File: src/rtl/sid_pkg.sv
// Shared types and constants for the SID waveform selector and its fade timer.
package sid;

    typedef logic [11:0] reg12_t;

    typedef enum logic {
        MOS6581 = 1'b0,
        MOS8580 = 1'b1
    } model_e;

    // One-hot SID cycle phase strobes; the selector updates on PHI2_PHI1.
    typedef logic [3:0] phase_t;
    localparam int unsigned PHI1_PHI2 = 0;
    localparam int unsigned PHI2      = 1;
    localparam int unsigned PHI2_PHI1 = 2;
    localparam int unsigned PHI1      = 3;

    // selector = {noise, pulse, saw, tri}
    typedef struct packed {
        logic [3:0]  selector;
        logic [7:0]  noise;
        logic        pulse;
        logic [11:0] saw_tri;
    } waveform_i_t;

    localparam logic [13:0] FADE_TTL_6581 = 14'd54;
    localparam logic [13:0] FADE_TTL_8580 = 14'd800;
    localparam logic [13:0] FADE_AGE_MAX  = 14'h3fff;

    function automatic logic [13:0] fade_ttl(input model_e m);
        return (m == MOS6581) ? FADE_TTL_6581 : FADE_TTL_8580;
    endfunction

endpackage

File: src/rtl/sid_wave_fade.sv
// Millisecond age counter for the floating DAC input, with model-dependent expiry.
module sid_wave_fade
    import sid::*;
(
    input  logic   clk,
    input  logic   res_n,
    input  logic   tick_ms,
    input  model_e model,
    input  logic   clear,
    input  logic   run,
    output logic   expired
);

    logic [13:0] r_age;

    // clear outranks a coincident tick so age restarts at exactly 0
    always_ff @(posedge clk or negedge res_n) begin
        if (!res_n) begin
            r_age <= '0;
        end else if (clear) begin
            r_age <= '0;
        end else if (tick_ms && run && (r_age != FADE_AGE_MAX)) begin
            r_age <= r_age + 14'd1;
        end
    end

    // >= lets a switch to the shorter TTL expire immediately
    assign expired = (r_age >= fade_ttl(model));

endmodule

File: src/rtl/sid_waveform_select.sv
// Waveform selection/combination stage between the SID oscillator and the DAC.
module sid_waveform_select
    import sid::*;
(
    input  logic        clk,
    input  logic        res_n,
    input  logic        tick_ms,
    input  model_e      model,
    input  phase_t      phase,
    input  waveform_i_t wave_i,
    output reg12_t      wave_o,
    output logic [7:0]  noise_wb,
    output logic        noise_wb_en
);

    logic   w_strobe;
    logic   w_sel_zero;
    logic   w_expired;
    logic   w_wb_en;
    reg12_t w_comb;
    reg12_t w_wave_nxt;

    reg12_t     r_wave;
    logic [7:0] r_noise_wb;
    logic       r_noise_wb_en;
    logic       r_sel_zero;

    assign w_strobe   = phase[PHI2_PHI1];
    assign w_sel_zero = (wave_i.selector == 4'b0000);
    assign w_wb_en    = wave_i.selector[3] & (|wave_i.selector[2:0]);

    // All selected components are ANDed together, identical for both models
    always_comb begin
        w_comb = 12'hfff;
        if (wave_i.selector[0]) w_comb = w_comb & {wave_i.saw_tri[10:0], 1'b0};
        if (wave_i.selector[1]) w_comb = w_comb & wave_i.saw_tri;
        if (wave_i.selector[2]) w_comb = w_comb & {12{wave_i.pulse}};
        if (wave_i.selector[3]) w_comb = w_comb & {wave_i.noise, 4'b0000};
    end

    always_comb begin
        w_wave_nxt = r_wave;
        if (!w_sel_zero) begin
            w_wave_nxt = w_comb;
        end else if (w_expired) begin
            w_wave_nxt = 12'h000;
        end
    end

    always_ff @(posedge clk or negedge res_n) begin
        if (!res_n) begin
            r_wave        <= '0;
            r_noise_wb    <= '0;
            r_noise_wb_en <= 1'b0;
            r_sel_zero    <= 1'b0;
        end else if (w_strobe) begin
            r_wave        <= w_wave_nxt;
            r_noise_wb    <= w_wave_nxt[11:4];
            r_noise_wb_en <= w_wb_en;
            r_sel_zero    <= w_sel_zero;
        end
    end

    sid_wave_fade u_fade (
        .clk     (clk),
        .res_n   (res_n),
        .tick_ms (tick_ms),
        .model   (model),
        .clear   (w_strobe & ~w_sel_zero),
        .run     (r_sel_zero),
        .expired (w_expired)
    );

    assign wave_o      = r_wave;
    assign noise_wb    = r_noise_wb;
    assign noise_wb_en = r_noise_wb_en;

endmodule
File: config.mk
export PLATFORM = sky130hd
export DESIGN_NAME = sid_waveform_select
export DESIGN_NICKNAME = d
export VERILOG_FILES = /design/src/rtl/sid_pkg.sv /design/src/rtl/sid_wave_fade.sv /design/src/rtl/sid_waveform_select.sv
export SDC_FILE = /design/constraint.sdc
export NUM_CORES = 1
export LEC_CHECK = 0
export CAP_MARGIN = 20
export CORE_MARGIN = 5
export CORE_UTILIZATION = 49
export CTS_CLUSTER_DIAMETER = 150
export DETAILED_ROUTE_END_ITERATION = 10
export GPL_ROUTABILITY_DRIVEN = 1
export GPL_TIMING_DRIVEN = 0
export PLACE_DENSITY = 0.91
export SLEW_MARGIN = 40
export SYNTH_ARGS = -nofsm -noshare
export SYNTH_HDL_FRONTEND = slang
export SYNTH_SLANG_ARGS = --single-unit
File: constraint.sdc
create_clock -name clk -period 4 [get_ports clk]
set_clock_uncertainty 0.2 [all_clocks]
set_input_delay 1.2 -clock clk [delete_from_list [all_inputs] [get_ports clk]]
set_output_delay 1.2 -clock clk [all_outputs]
set_load 0.005 [all_outputs]
# Yosys cells after proc, flatten, opt, wreduce, memory -nomap -nowiden
# Cells that the tools add are included.
dict set report totals {
  reg_bits 28
}
dict set report classes {
  n_reduce_logical 6
  eq_ne 2
  addsub 1
  n_mux 9
  n_lt_le_gt_ge 1
  n_bitwise 6
}
# cell count
set op_table {}
lappend op_table {{12-bit two-way mux} 6}
lappend op_table {{12-bit AND} 3}
lappend op_table {{14-bit two-way mux} 2}
lappend op_table {{14-bit by 1-bit adder with 14-bit output, second input constant} 1}
lappend op_table {{14-bit greater-or-equal comparator} 1}
lappend op_table {{14-bit inequality test, second input constant} 1}
lappend op_table {{10-bit two-way mux} 1}
lappend op_table {{4-bit zero test} 1}
lappend op_table {{3-bit OR reduction} 1}
lappend op_table {{1-bit AND} 2}
lappend op_table {{1-bit logical AND} 2}
lappend op_table {{2-bit by 1-bit inequality test with 1-bit output, second input constant} 1}
lappend op_table {{2-bit AND reduction} 1}
lappend op_table {{2-bit nonzero test} 1}
lappend op_table {{1-bit inverter} 1}

# Logic depth before layout (Yosys ltp)
# Gate-level depths: netlist of run 1.
dict set report logic_depth {
  word_depth 8
  mapped_depth 7
  ltp_nobuf 6
}

# Modules after synthesis
# Synthesis of run 1 repeated with hierarchy kept, for this count alone.
dict set report hier_totals {
  hier_cells 179
  hier_area_um2 1771.7
}
# mod seq_area_each_um2 cells_per_inst area_each_um2 n_inst
set by_module_without_submodules {}
lappend by_module_without_submodules {sid_wave_fade 350.3 105 972.2 1}
lappend by_module_without_submodules {sid_waveform_select 350.3 74 799.5 1}

# Worst setup path after synthesis of run 1
# No wires, ideal clock.
dict set report synth_timing {
  path_kind {input to register}
  startpoint {input port wave_i[21] in the netlist's numbering}
  endpoint {register r_wave[10] (netlist: wave_o[10])}
  required_ns 3.720
  cell_stages 5
  setup_slack_ns 1.209
  path_buffers 1
  arrival_time_ns 2.511
  path_cell_list {or3_1 nand2b_1 o41ai_2 buf_4 o2bb2ai_1}
}
dict set report synth_via {
  elab_chain_len 8
  word_cells_on_any_way 11
  classes_between {eq/ne: 1; mux: 5; bitwise: 3; reduce/logical: 2}
}
# item line_no
set synth_rtl {}
lappend synth_rtl {{start, declared} sid_waveform_select.sv:10} ;# input waveform_i_t wave_i,
lappend synth_rtl {{12-bit two-way mux} sid_waveform_select.sv:35} ;# if (wave_i.selector[0]) w_comb = w_comb & {wave_i.saw_tri[10:0], 1'b0};
lappend synth_rtl {{12-bit AND} sid_waveform_select.sv:36} ;# if (wave_i.selector[1]) w_comb = w_comb & wave_i.saw_tri;
lappend synth_rtl {{12-bit two-way mux} sid_waveform_select.sv:36}
lappend synth_rtl {{12-bit AND} sid_waveform_select.sv:37} ;# if (wave_i.selector[2]) w_comb = w_comb & {12{wave_i.pulse}};
lappend synth_rtl {{12-bit two-way mux} sid_waveform_select.sv:37}
lappend synth_rtl {{12-bit AND} sid_waveform_select.sv:38} ;# if (wave_i.selector[3]) w_comb = w_comb & {wave_i.noise, 4'b0000};
lappend synth_rtl {{12-bit two-way mux} sid_waveform_select.sv:38}
lappend synth_rtl {{12-bit two-way mux} sid_waveform_select.sv:43} ;# if (!w_sel_zero) begin
lappend synth_rtl {{end signal, assigned} sid_waveform_select.sv:57} ;# r_wave <= w_wave_nxt;
lappend synth_rtl {{end, declared} sid_waveform_select.sv:23} ;# reg12_t r_wave;
# Parallel ways exist; a longest one is shown, timed or not.
# A chain may end at the register's enable or synchronous reset.

# Worst setup path in the final report of run 1
dict set report layout_timing {
  startpoint {input port model}
  endpoint {register r_wave[8] (netlist: wave_o[8])}
}
dict set report layout_via {
  elab_chain_len 4
}
# item line_no
set layout_rtl {}
lappend layout_rtl {{start, declared} sid_waveform_select.sv:8} ;# input model_e model,
lappend layout_rtl {{10-bit two-way mux} sid_pkg.sv:31} ;# return (m == MOS6581) ? FADE_TTL_6581 : FADE_TTL_8580;
lappend layout_rtl {{14-bit greater-or-equal comparator} sid_wave_fade.sv:28} ;# assign expired = (r_age >= fade_ttl(model));
lappend layout_rtl {{2-bit by 1-bit inequality test with 1-bit output (no source line)} -}
lappend layout_rtl {{2-bit AND reduction (no source line)} -}
# No other way between the ends.

==> results of run 1 <==
worst max-delay path: stages:
cell             delay [ps]
clkdlybuf4s50_1         520
inv_1                   100
ha_1                    340
a21oi_1                 160
nand2_1                  80
o41ai_2                 420
buf_4                   260
o2bb2ai_1               130
worst paths after layout:
kind | from | to | slack, ps
min reg2reg | wave_o[0] | wave_o[0] | 320
max | model | wave_o[8] | 850
min in group asynchronous | res_n | u_fade.r_age[2] | 660
max in group asynchronous | res_n | wave_o[8] | 2530
min | wave_o[0] | wave_o[0] | 320
max reg2reg | u_fade.r_age[0] | u_fade.r_age[6] | 1770
layer usage:
layer,wire (um),vias up,GRT usage
met5,0,-,0
met4,93,0,0.0645
met3,187,10,0.0443
met2,2370,41,0.342
met1,1800,770,0.264
li1,-,763,-
synthesized netlist by cell type:
master     instances
o21ai_0            5
xor2_1             1
nand2b_1           4
buf_2              1
nor2_1             5
o41ai_1            1
or2_2              1
nand3_1            6
and2_0             1
ha_1               6
or4_1              5
nor3_1             3
buf_4              9
nor2b_1            2
nand2_1            8
nand3b_1           1
or3_2              1
dfrtp_1           28
a31oi_1            1
and4_1             2
a21oi_1           12
o2bb2ai_1         12
o41ai_2            1
inv_1              6
a31o_2             1
o22ai_1           12
nor4_1             2
nand4_1            4
mux2i_1            2
or3_1              6
clkinv_1           1
o31ai_1            6
a211oi_1           1
and2_1             1
nand3_2            1
and3_1             1
o21bai_1           8
clkbuf_1           4
cells by family after synthesis:
group	Yosys count	synth area share
DFF	28	0.425
xor gates and xnor gates	1	0.00532
adders and majority gates	6	0.0456
buffers and inverters	21	0.0691
and+or+nand+nor	54	0.189
muxes	2	0.0121
AOI/OAI and AO/OA	60	0.254
where the power goes:
group          internal, W  total [W]  switching, W
Combinational    0.0000955   0.000149     0.0000538
Sequential        0.000298   0.000309     0.0000114
Clock            0.0000558   0.000137     0.0000810
Total             0.000449   0.000595      0.000146
stage by stage:
step / area (um2) / total power (W)
floorplan: 1650 / 0.000367
global placement: 2210 / 0.000460
detailed placement: 2200 / 0.000464
CTS: 2240 / 0.000600
global route: 2240 / 0.000627
finish: 2240 / 0.000595
registers in the layout (all words and copies together) (netlist names):
register	count
noise_wb_en	1
r_sel_zero	1
u_fade.r_age	14
wave_o	12
layout make-up:
type	count	area share
Multi-Input combinational cell	123	0.372
Sequential cell	28	0.313
Timing Repair Buffer	50	0.221
Buffer	14	0.0391
Tap cell	46	0.0257
Clock buffer	4	0.0162
Inverter	7	0.0117
==> metrics.txt, run 1 <==
status=complete, no violations; Yosys reg bits=28; post-synthesis sequential area ratio=0.425; I/O pins=54; initial drt markers=93; # Post-CTS Setup Buffers=0; Via density=approximately 5.8; max_slew headroom=0.548; footprint of the multi-input gates=833 um2; commonest non-fill, non-tap cell in the layout=clkdlybuf4s50_1; Layout area overhead=35.8%; DRT Pass-1 Iters=4; Max Clk Rate=317 MHz; peak supply drop=0.257 mV; GRT Total Usage=0.205; Setup crit end kind=register; reg2reg path depth=6; Die ar.=0.00462 mm2; CP max FO=10; total wire length=around 4400 um; Site Rows=21; core area=0.00328 mm2; pwr/cell area=266 mW/mm2; Sequential cell area=701 um2; fin. max-slew vios=0; Yosys top cell area share=0.425; WHS=315 ps; final worst-path cycle share=0.787; Setup TNS=0 ps; Synthesis Warnings=0; HP Class=reg2reg; Worst-Margin Slew=672 ps; max cap viols=0; nets@finish=266; DP Cell Count=268; CTS clk-pin slew, worst paths=140 ps; crit path DAT=about 3200 ps; Min-Delay Path Depth=1; Yosys cell types=38; hold-fix buffers at CTS=0; largest net degree at the start of global routing=29; Mapped Nets=211; Critical Path Start Type=primary input; commonest cells after routing, fill and taps aside=49 x clkdlybuf4s50_1, 28 x dfrtp_1, 12 x a21oi_1, 12 x o22ai_1, 12 x o2bb2ai_1; htree depth=1; Setup Crit Path Kind=in2reg; PnR worst setup slack=850 ps; min cycle time layout=3150 ps; Max Root-Sink Buffers=2; RSZ-0062 raised after global routing=no; Synth area leader=dfrtp_1; Mapped Area=0.00165 mm2; PortBufs=50; Post-DP HPWL=3500 um; initial antenna violation count=0; Die Height=between 60 and 70 um; Vias=between 1.5k and 2k; vias in the first global route=1,556; per-cell routed wire length=16.3 um; worst slack at placement=524 ps; final cell count without fillers=272; clock root buffer=clkbuf_4; Layout fillers=266; number of routed nets with antenna violations=0; fin util=0.681; critical path required time=4060 ps; post-synthesis cell count=172; Inserted Clock Buffers=3; setup violators final=0; RD Place Congestion=0.889; first-pass GRT wire length=7190 um; post_cts resized=0; GR Overflow Total=0; CTS Sinks=28; Initial Util=0.502; n_diodes=0; final count of hold timing violations=0; top post-synthesis cells by area=dfrtp_1 43%, o2bb2ai_1 6.4%, ha_1 4.6%; Residual DRC=0; mean post-synth cell area=9.58 um2; leak pwr=0.890 nW; Clk Latency, worst-skew pair=330 ps; share of cells above drive strength 1=0.0885; Die Width=68.0 um; CTS tree=built
Note: power is estimated with default switching activity, not from simulation.
==> run 2: changes to the inputs <==
--- a/config.mk
+++ b/config.mk
@@ -7,12 +7,12 @@
 export LEC_CHECK = 0
 export CAP_MARGIN = 20
 export CORE_MARGIN = 5
-export CORE_UTILIZATION = 49
+export CORE_UTILIZATION = 41
 export CTS_CLUSTER_DIAMETER = 150
 export DETAILED_ROUTE_END_ITERATION = 10
 export GPL_ROUTABILITY_DRIVEN = 1
 export GPL_TIMING_DRIVEN = 0
-export PLACE_DENSITY = 0.91
+export PLACE_DENSITY = 0.81
 export SLEW_MARGIN = 40
 export SYNTH_ARGS = -nofsm -noshare
 export SYNTH_HDL_FRONTEND = slang
==> constraint.sdc (replaced) <==
create_clock -name clk -period 2.7 [get_ports clk]
set_clock_uncertainty 0.2 [all_clocks]
set_input_delay 0.81 -clock clk [delete_from_list [all_inputs] [get_ports clk]]
set_output_delay 0.81 -clock clk [all_outputs]
set_load 0.005 [all_outputs]
==> run 2 against run 1 <==
Against the previous run:
- final cell count rose by 2.2%
- highest routed layer unchanged
- register-to-register slack got worse by 1400 ps
- clock power increased by 140%
- critical path type unchanged
- sequential cell count unchanged
- clock-buffer cell count is 1 lower
- combinational power up 53%
- first-iteration DRC count down 27%
- worst hold slack lost 18 ps
- setup slack got worse by 760 ps
==> metrics.txt, run 2 (synthesis results as in run 1) <==
status=complete, no violations (unchanged); CTS tree=built (unchanged); GRT Total Usage=0.173 (was 0.205); max FFs per register=14 (unchanged); number of routed nets with antenna violations=0 (unchanged); WHS=297 ps (was 315 ps); vias in the first global route=1,531 (was 1,556); Site Rows=23 (was 21); share of cells above drive strength 1=0.140 (was 0.0885); core area=0.00394 mm2 (was 0.00328 mm2); largest net degree at the start of global routing=29 (unchanged); Critical Path Start Type=primary input (unchanged); Setup crit end kind=register (unchanged); setup violators final=0 (unchanged); CTS clk-pin slew, worst paths=90 ps (was 140 ps); I/O pins=54 (unchanged); critical path required time=2700 ps (was 4060 ps); total wire length=4510 um (was 4450 um); n_diodes=0 (unchanged); max cap viols=0 (unchanged); final worst-path cycle share=0.965; worst flop-to-flop path startpoint=u_fade.r_age[0] (unchanged); Worst-Margin Slew=621 ps (was 672 ps); initial antenna violation count=0 (unchanged); final cell count without fillers=278 (was 272); hold path endpoint=wave_o[2] (was wave_o[0]); R2R Setup Slk=420 ps (was 1770 ps); htree depth=1 (unchanged); Max Root-Sink Buffers=2 (unchanged); PortBufs=50 (unchanged); Inserted Clock Buffers=3 (unchanged); Pwr Total=0.00101 W (was 0.000595 W); reg2reg path depth=6 (unchanged); slowest cell on the critical path=o41ai_4 (was clkdlybuf4s50_1); Die Height=73.4 um (was 68.0 um); Clk Latency, worst-skew pair=270 ps (was 330 ps); Max Clk Rate=between 300 and 400 MHz; max_slew headroom=0.582 (was 0.548); commonest cells after routing, fill and taps aside=48 x clkdlybuf4s50_1, 28 x dfrtp_1, 12 x o22ai_1, 12 x o2bb2ai_1 (was 49 x clkdlybuf4s50_1, 28 x dfrtp_1, 12 x a21oi_1, 12 x o22ai_1, 12 x o2bb2ai_1); Residual DRC=0 (unchanged); CP max FO=5 (was 10); Vias=1,543 (was 1,584); leak pwr=0.941 nW (was 0.890 nW); CTS Sinks=28 (unchanged); DP Cell Count=272 (was 268); per-cell routed wire length=16.2 um (was 16.3 um); crit-path max cell delay=460 ps (was 520 ps); fin. max-slew vios=0 (unchanged); HP Class=reg2reg (unchanged); RD Place Congestion=0.818 (was 0.889); Die Width=73.4 um (was 68.0 um); crit path DAT=2610 ps (was 3210 ps); min cycle time layout=2610 ps; RR Endpoint=u_fade.r_age[6] (unchanged); clock root buffer=clkbuf_8 (was clkbuf_4); Min-Delay Path Depth=1 (unchanged); Die ar.=0.00539 mm2 (was 0.00462 mm2); DRT Pass-1 Iters=4 (unchanged); final count of hold timing violations=0 (unchanged); RSZ-0062 raised after global routing=no (unchanged); pwr/cell area=429 mW/mm2 (was 266 mW/mm2); Initial Util=0.418 (was 0.502); hold-fix buffers at CTS=0 (unchanged); commonest non-fill, non-tap cell in the layout=clkdlybuf4s50_1 (unchanged); nets@finish=268 (was 266); Post-DP HPWL=3250 um (was 3500 um); CP delay by family, top=buffers and inverters (unchanged); fin util=0.599 (was 0.681); hold path start=wave_o[2] (was wave_o[0]); Layout area overhead=43.2% (was 35.8%); Top reg by flops=u_fade.r_age (unchanged); Via density=5.55 (was 5.82); Setup Crit Path Kind=in2reg (unchanged); initial drt markers=68 (was 93); crit path buf inv count=2 (was 3); GR Overflow Total=0 (unchanged); crit path cell chain=clkdlybuf4s50_1 > or3_4 > nand2b_4 > o41ai_4 > buf_4 > o2bb2ai_1 (was clkdlybuf4s50_1 > inv_1 > ha_1 > a21oi_1 > nand2_1 > o41ai_2 > buf_4 > o2bb2ai_1); peak supply drop=0.250 mV (was 0.257 mV); first-pass GRT wire length=7330 um (was 7190 um)
[run 2: cell count changes in the layout (fill, tap and decap cells not counted), sizes merged]
cell | before | now
bufinv | 0 | 1
clkdlybuf4s50 | 49 | 48
dlymetal6s2s | 0 | 1
clkbuf | 8 | 7
buf | 11 | 13
[run 2: where the power goes]
group	internal, W	total [W]	leakage [nW]	switching (W)
combinational	0.000147	0.000228	0.528	0.0000808
sequential	0.000441	0.000457	0.377	0.0000166
clock	0.000198	0.000328	0.0357	0.000130
total	0.000786	0.00101	0.941	0.000227
[run 2: layout make-up]
| cell class | count | area [um2] |
|---|---|---|
| Tap cell | 50 | 62.6 |
| Inverter | 7 | 26.3 |
| Fill cell | 330 | 1580 |
| Clock buffer | 3 | 41.3 |
| Multi-Input combinational cell | 123 | 893 |
| Sequential cell | 28 | 701 |
| Buffer | 14 | 92.6 |
| Timing Repair Buffer | 52 | 513 |
| Clock inverter | 1 | 30.0 |
[run 2: timing repair]
item / 4_1_cts / 5_1_grt
endpoints found under the setup margin: 12 / 17
pin swaps: 1 / 1
gates resized for setup: 4 / 11
endpoints found under the hold margin: 0 / 0
gates cloned: 0 / 1
setup buffers: 1 / 0
[run 2: worst max path at each step]
stage | start | endpoint | slack [ps] | cells past startpoint
floorplan | wave_i[21] | wave_o[10] | 300 | 5
global placement | model | wave_o[8] | -390 | 8
detailed placement | model | wave_o[9] | -430 | 8
CTS | model | wave_o[8] | 10 | 8
global route | tick_ms | u_fade.r_age[9] | 8 | 6
finish | wave_i[21] | wave_o[3] | 90 | 6
[run 2: worst reg2reg max path, stage by stage (launching register included)]
cell and delay, ps:
dfrtp_1 410, ha_1 200, nand3_1 140, nor3_1 540, clkbuf_1 410, o21ai_0 160
a21oi_1 140
[run 2: routing by layer]
metal	GRT usage	routed length, um
met5	0	0
met4	0.0584	59
met3	0.0150	151
met2	0.282	2290
met1	0.241	2010
[run 2: per-stage QoR]
stage	worst slack [ps]	cell area, um2	setup TNS, ps
CTS	11.6	2310	0
floorplan	299	1650	0
finish	94.7	2360	0
detailed placement	-429	2210	-6950
global placement	-387	2210	-6080
global route	7.70	2360	0
==> run 3: changes to the inputs <==
--- a/config.mk
+++ b/config.mk
@@ -6,7 +6,7 @@
 export NUM_CORES = 1
 export LEC_CHECK = 0
 export CAP_MARGIN = 20
-export CORE_MARGIN = 5
+export CORE_MARGIN = 2
 export CORE_UTILIZATION = 41
 export CTS_CLUSTER_DIAMETER = 150
 export DETAILED_ROUTE_END_ITERATION = 10
==> run 3 against run 2 <==
Against the previous run:
- combinational power decreased by 2%
- critical path depth stayed put
- setup slack worse by 15 ps
- global-route usage is 1.6 points higher
- clock-buffer cell count unchanged
- clock power hardly changed
- sequential power barely moved
- first-iteration DRC count down 26%
- final cell count is the same
- register-to-register slack better by 120 ps
- wire length shrank 8.9%
- sequential cell count unchanged
- largest cell class unchanged
- highest routed layer unchanged
==> metrics.txt, run 3 (synthesis results as in run 1) <==
status=complete, no violations (unchanged); Residual DRC=0 (unchanged); Worst-Margin Slew=684 ps (was 621 ps); DRT Pass-1 Iters=4 (unchanged); PortBufs=50 (unchanged); HP Class=reg2reg (unchanged); hold-fix buffers at CTS=0 (unchanged); min cycle time layout=2620 ps (was 2610 ps); Critical Path Start Type=primary input (unchanged); CTS Sinks=28 (unchanged); leak pwr=0.938 nW (was 0.941 nW); CTS tree=built (unchanged); Clk Latency, worst-skew pair=270 ps (about the same); worst slack at placement=-468 ps (was -429 ps); commonest non-fill, non-tap cell in the layout=clkdlybuf4s50_1 (unchanged); GRT Total Usage=0.189 (was 0.173); Max Root-Sink Buffers=2 (unchanged); critical path required time=2700 ps (about the same); Setup TNS=0 ps (unchanged); R2R Setup Slk=540 ps (was 420 ps); largest net degree at the start of global routing=29 (unchanged); Via density=5.50 (was 5.55); core area=0.00394 mm2 (unchanged); initial drt markers=50 (was 68); Layout area overhead=40.7% (was 43.2%); number of routed nets with antenna violations=0 (unchanged); nets@finish=268 (unchanged); crit path buf inv count=2 (unchanged); share of cells above drive strength 1=0.105 (was 0.140); PnR worst setup slack=80.0 ps (was 94.7 ps); crit path DAT=2620 ps (was 2610 ps); initial antenna violation count=0 (unchanged); Setup Crit Path Kind=in2reg (unchanged); pwr/cell area=435 mW/mm2 (was 429 mW/mm2); setup violators final=0 (unchanged); CP delay by family, top=buffers and inverters (unchanged); total wire length=4100 um (was 4510 um); CP max FO=5 (unchanged); Site Rows=23 (unchanged); fin util=0.588 (was 0.599); max_slew headroom=0.540 (was 0.582); Setup crit end kind=register (unchanged); Max Clk Rate=382 MHz (was 384 MHz); htree depth=1 (unchanged); slowest cell on the critical path=o41ai_4 (unchanged); CTS clk-pin slew, worst paths=90 ps (about the same); Vias=1,528 (was 1,543); Final Cell Area=0.00232 mm2 (was 0.00236 mm2); Layout fillers=356 (was 330); vias in the first global route=1,411 (was 1,531); placed instance area=0.00221 mm2 (unchanged); final count of hold timing violations=0 (unchanged); final worst-path cycle share=0.970 (was 0.965); Die Height=67.4 um (was 73.4 um); Die ar.=0.00454 mm2 (was 0.00539 mm2); Die Width=67.4 um (was 73.4 um); I/O pins=54 (unchanged); Post-DP HPWL=3070 um (was 3250 um); Inserted Clock Buffers=3 (unchanged); GR Overflow Total=0 (unchanged); clock root buffer=clkbuf_8 (unchanged); Top reg by flops=u_fade.r_age (unchanged); crit-path max cell delay=440 ps (was 460 ps); max cap viols=0 (unchanged); per-cell routed wire length=14.8 um (was 16.2 um); commonest cells after routing, fill and taps aside=48 x clkdlybuf4s50_1, 28 x dfrtp_1, 12 x a21oi_1, 12 x o22ai_1, 12 x o2bb2ai_1 (was 48 x clkdlybuf4s50_1, 28 x dfrtp_1, 12 x o22ai_1, 12 x o2bb2ai_1); Initial Util=0.418 (unchanged); RSZ-0062 raised after global routing=no (unchanged); n_diodes=0 (unchanged); RD Place Congestion=0.828 (was 0.818); first-pass GRT wire length=6560 um (was 7330 um); fin. max-slew vios=0 (unchanged); crit path cell chain=clkdlybuf4s50_1 > or3_1 > nand2b_4 > o41ai_4 > buf_4 > o2bb2ai_1 (was clkdlybuf4s50_1 > or3_4 > nand2b_4 > o41ai_4 > buf_4 > o2bb2ai_1); peak supply drop=0.269 mV (was 0.250 mV); max FFs per register=14 (unchanged)
==> run 3: worst paths after layout <==
kind	cells after the start	from	to
hold / removal	1	wave_o[0]	wave_o[0]
setup / recovery	6	wave_i[21]	wave_o[2]
hold reg to reg	1	wave_o[0]	wave_o[0]
min in group asynchronous	1	res_n	u_fade.r_age[11]
setup reg to reg	6	u_fade.r_age[0]	u_fade.r_age[11]
max in group asynchronous	1	res_n	wave_o[9]
==> run 3: worst reg2reg max path: stages, from the launching register on <==
cell	delay, ps
dfrtp_1	410
ha_1	210
nand3_1	140
nor3_1	460
clkbuf_1	380
or4_1	180
a21oi_1	70
==> run 3: final cells by class <==
class	instances	area, um2	share of cell area
Timing Repair Buffer	52	513	0.221
Sequential cell	28	701	0.302
Inverter	7	26.3	0.0113
Clock inverter	1	30.0	0.0130
Buffer	14	92.6	0.0399
Tap cell	50	62.6	0.0270
Multi-Input combinational cell	123	852	0.368
Clock buffer	3	41.3	0.0178
==> run 3: per-stage QoR <==
stage	std cells	hold slack, ps	total power, W
floorplan	172	279	0.000544
global placement	272	276	0.000681
detailed placement	272	279	0.000684
CTS	277	303	0.00101
global route	278	311	0.00106
finish	278	300	0.00101
==> run 3: report_power, final <==
part / internal (W) / leakage (nW) / switching (W)
Clock: 0.000199 / 0.0357 / 0.000130
Combinational: 0.000145 / 0.525 / 0.0000781
Sequential: 0.000441 / 0.377 / 0.0000165
==> run 3: per-layer routing <==
metal / wire [um] / part of all wire / global-route usage / vias to the layer above
li1: - / - / - / 768
met4: 69 / 0.017 / 0.0714 / 0
met5: 0 / 0 / 0 / -
met3: 91 / 0.022 / 0.0350 / 6
met1: 2040 / 0.50 / 0.254 / 732
met2: 1910 / 0.46 / 0.303 / 22
==> run 3: timing repair <==
action	CTS	global route
endpoints found under the setup margin	10	21
hold endpoints to repair	0	0
pin swaps	1	1
setup buffers	1	0
gates resized for setup	2	7
gates cloned	0	1
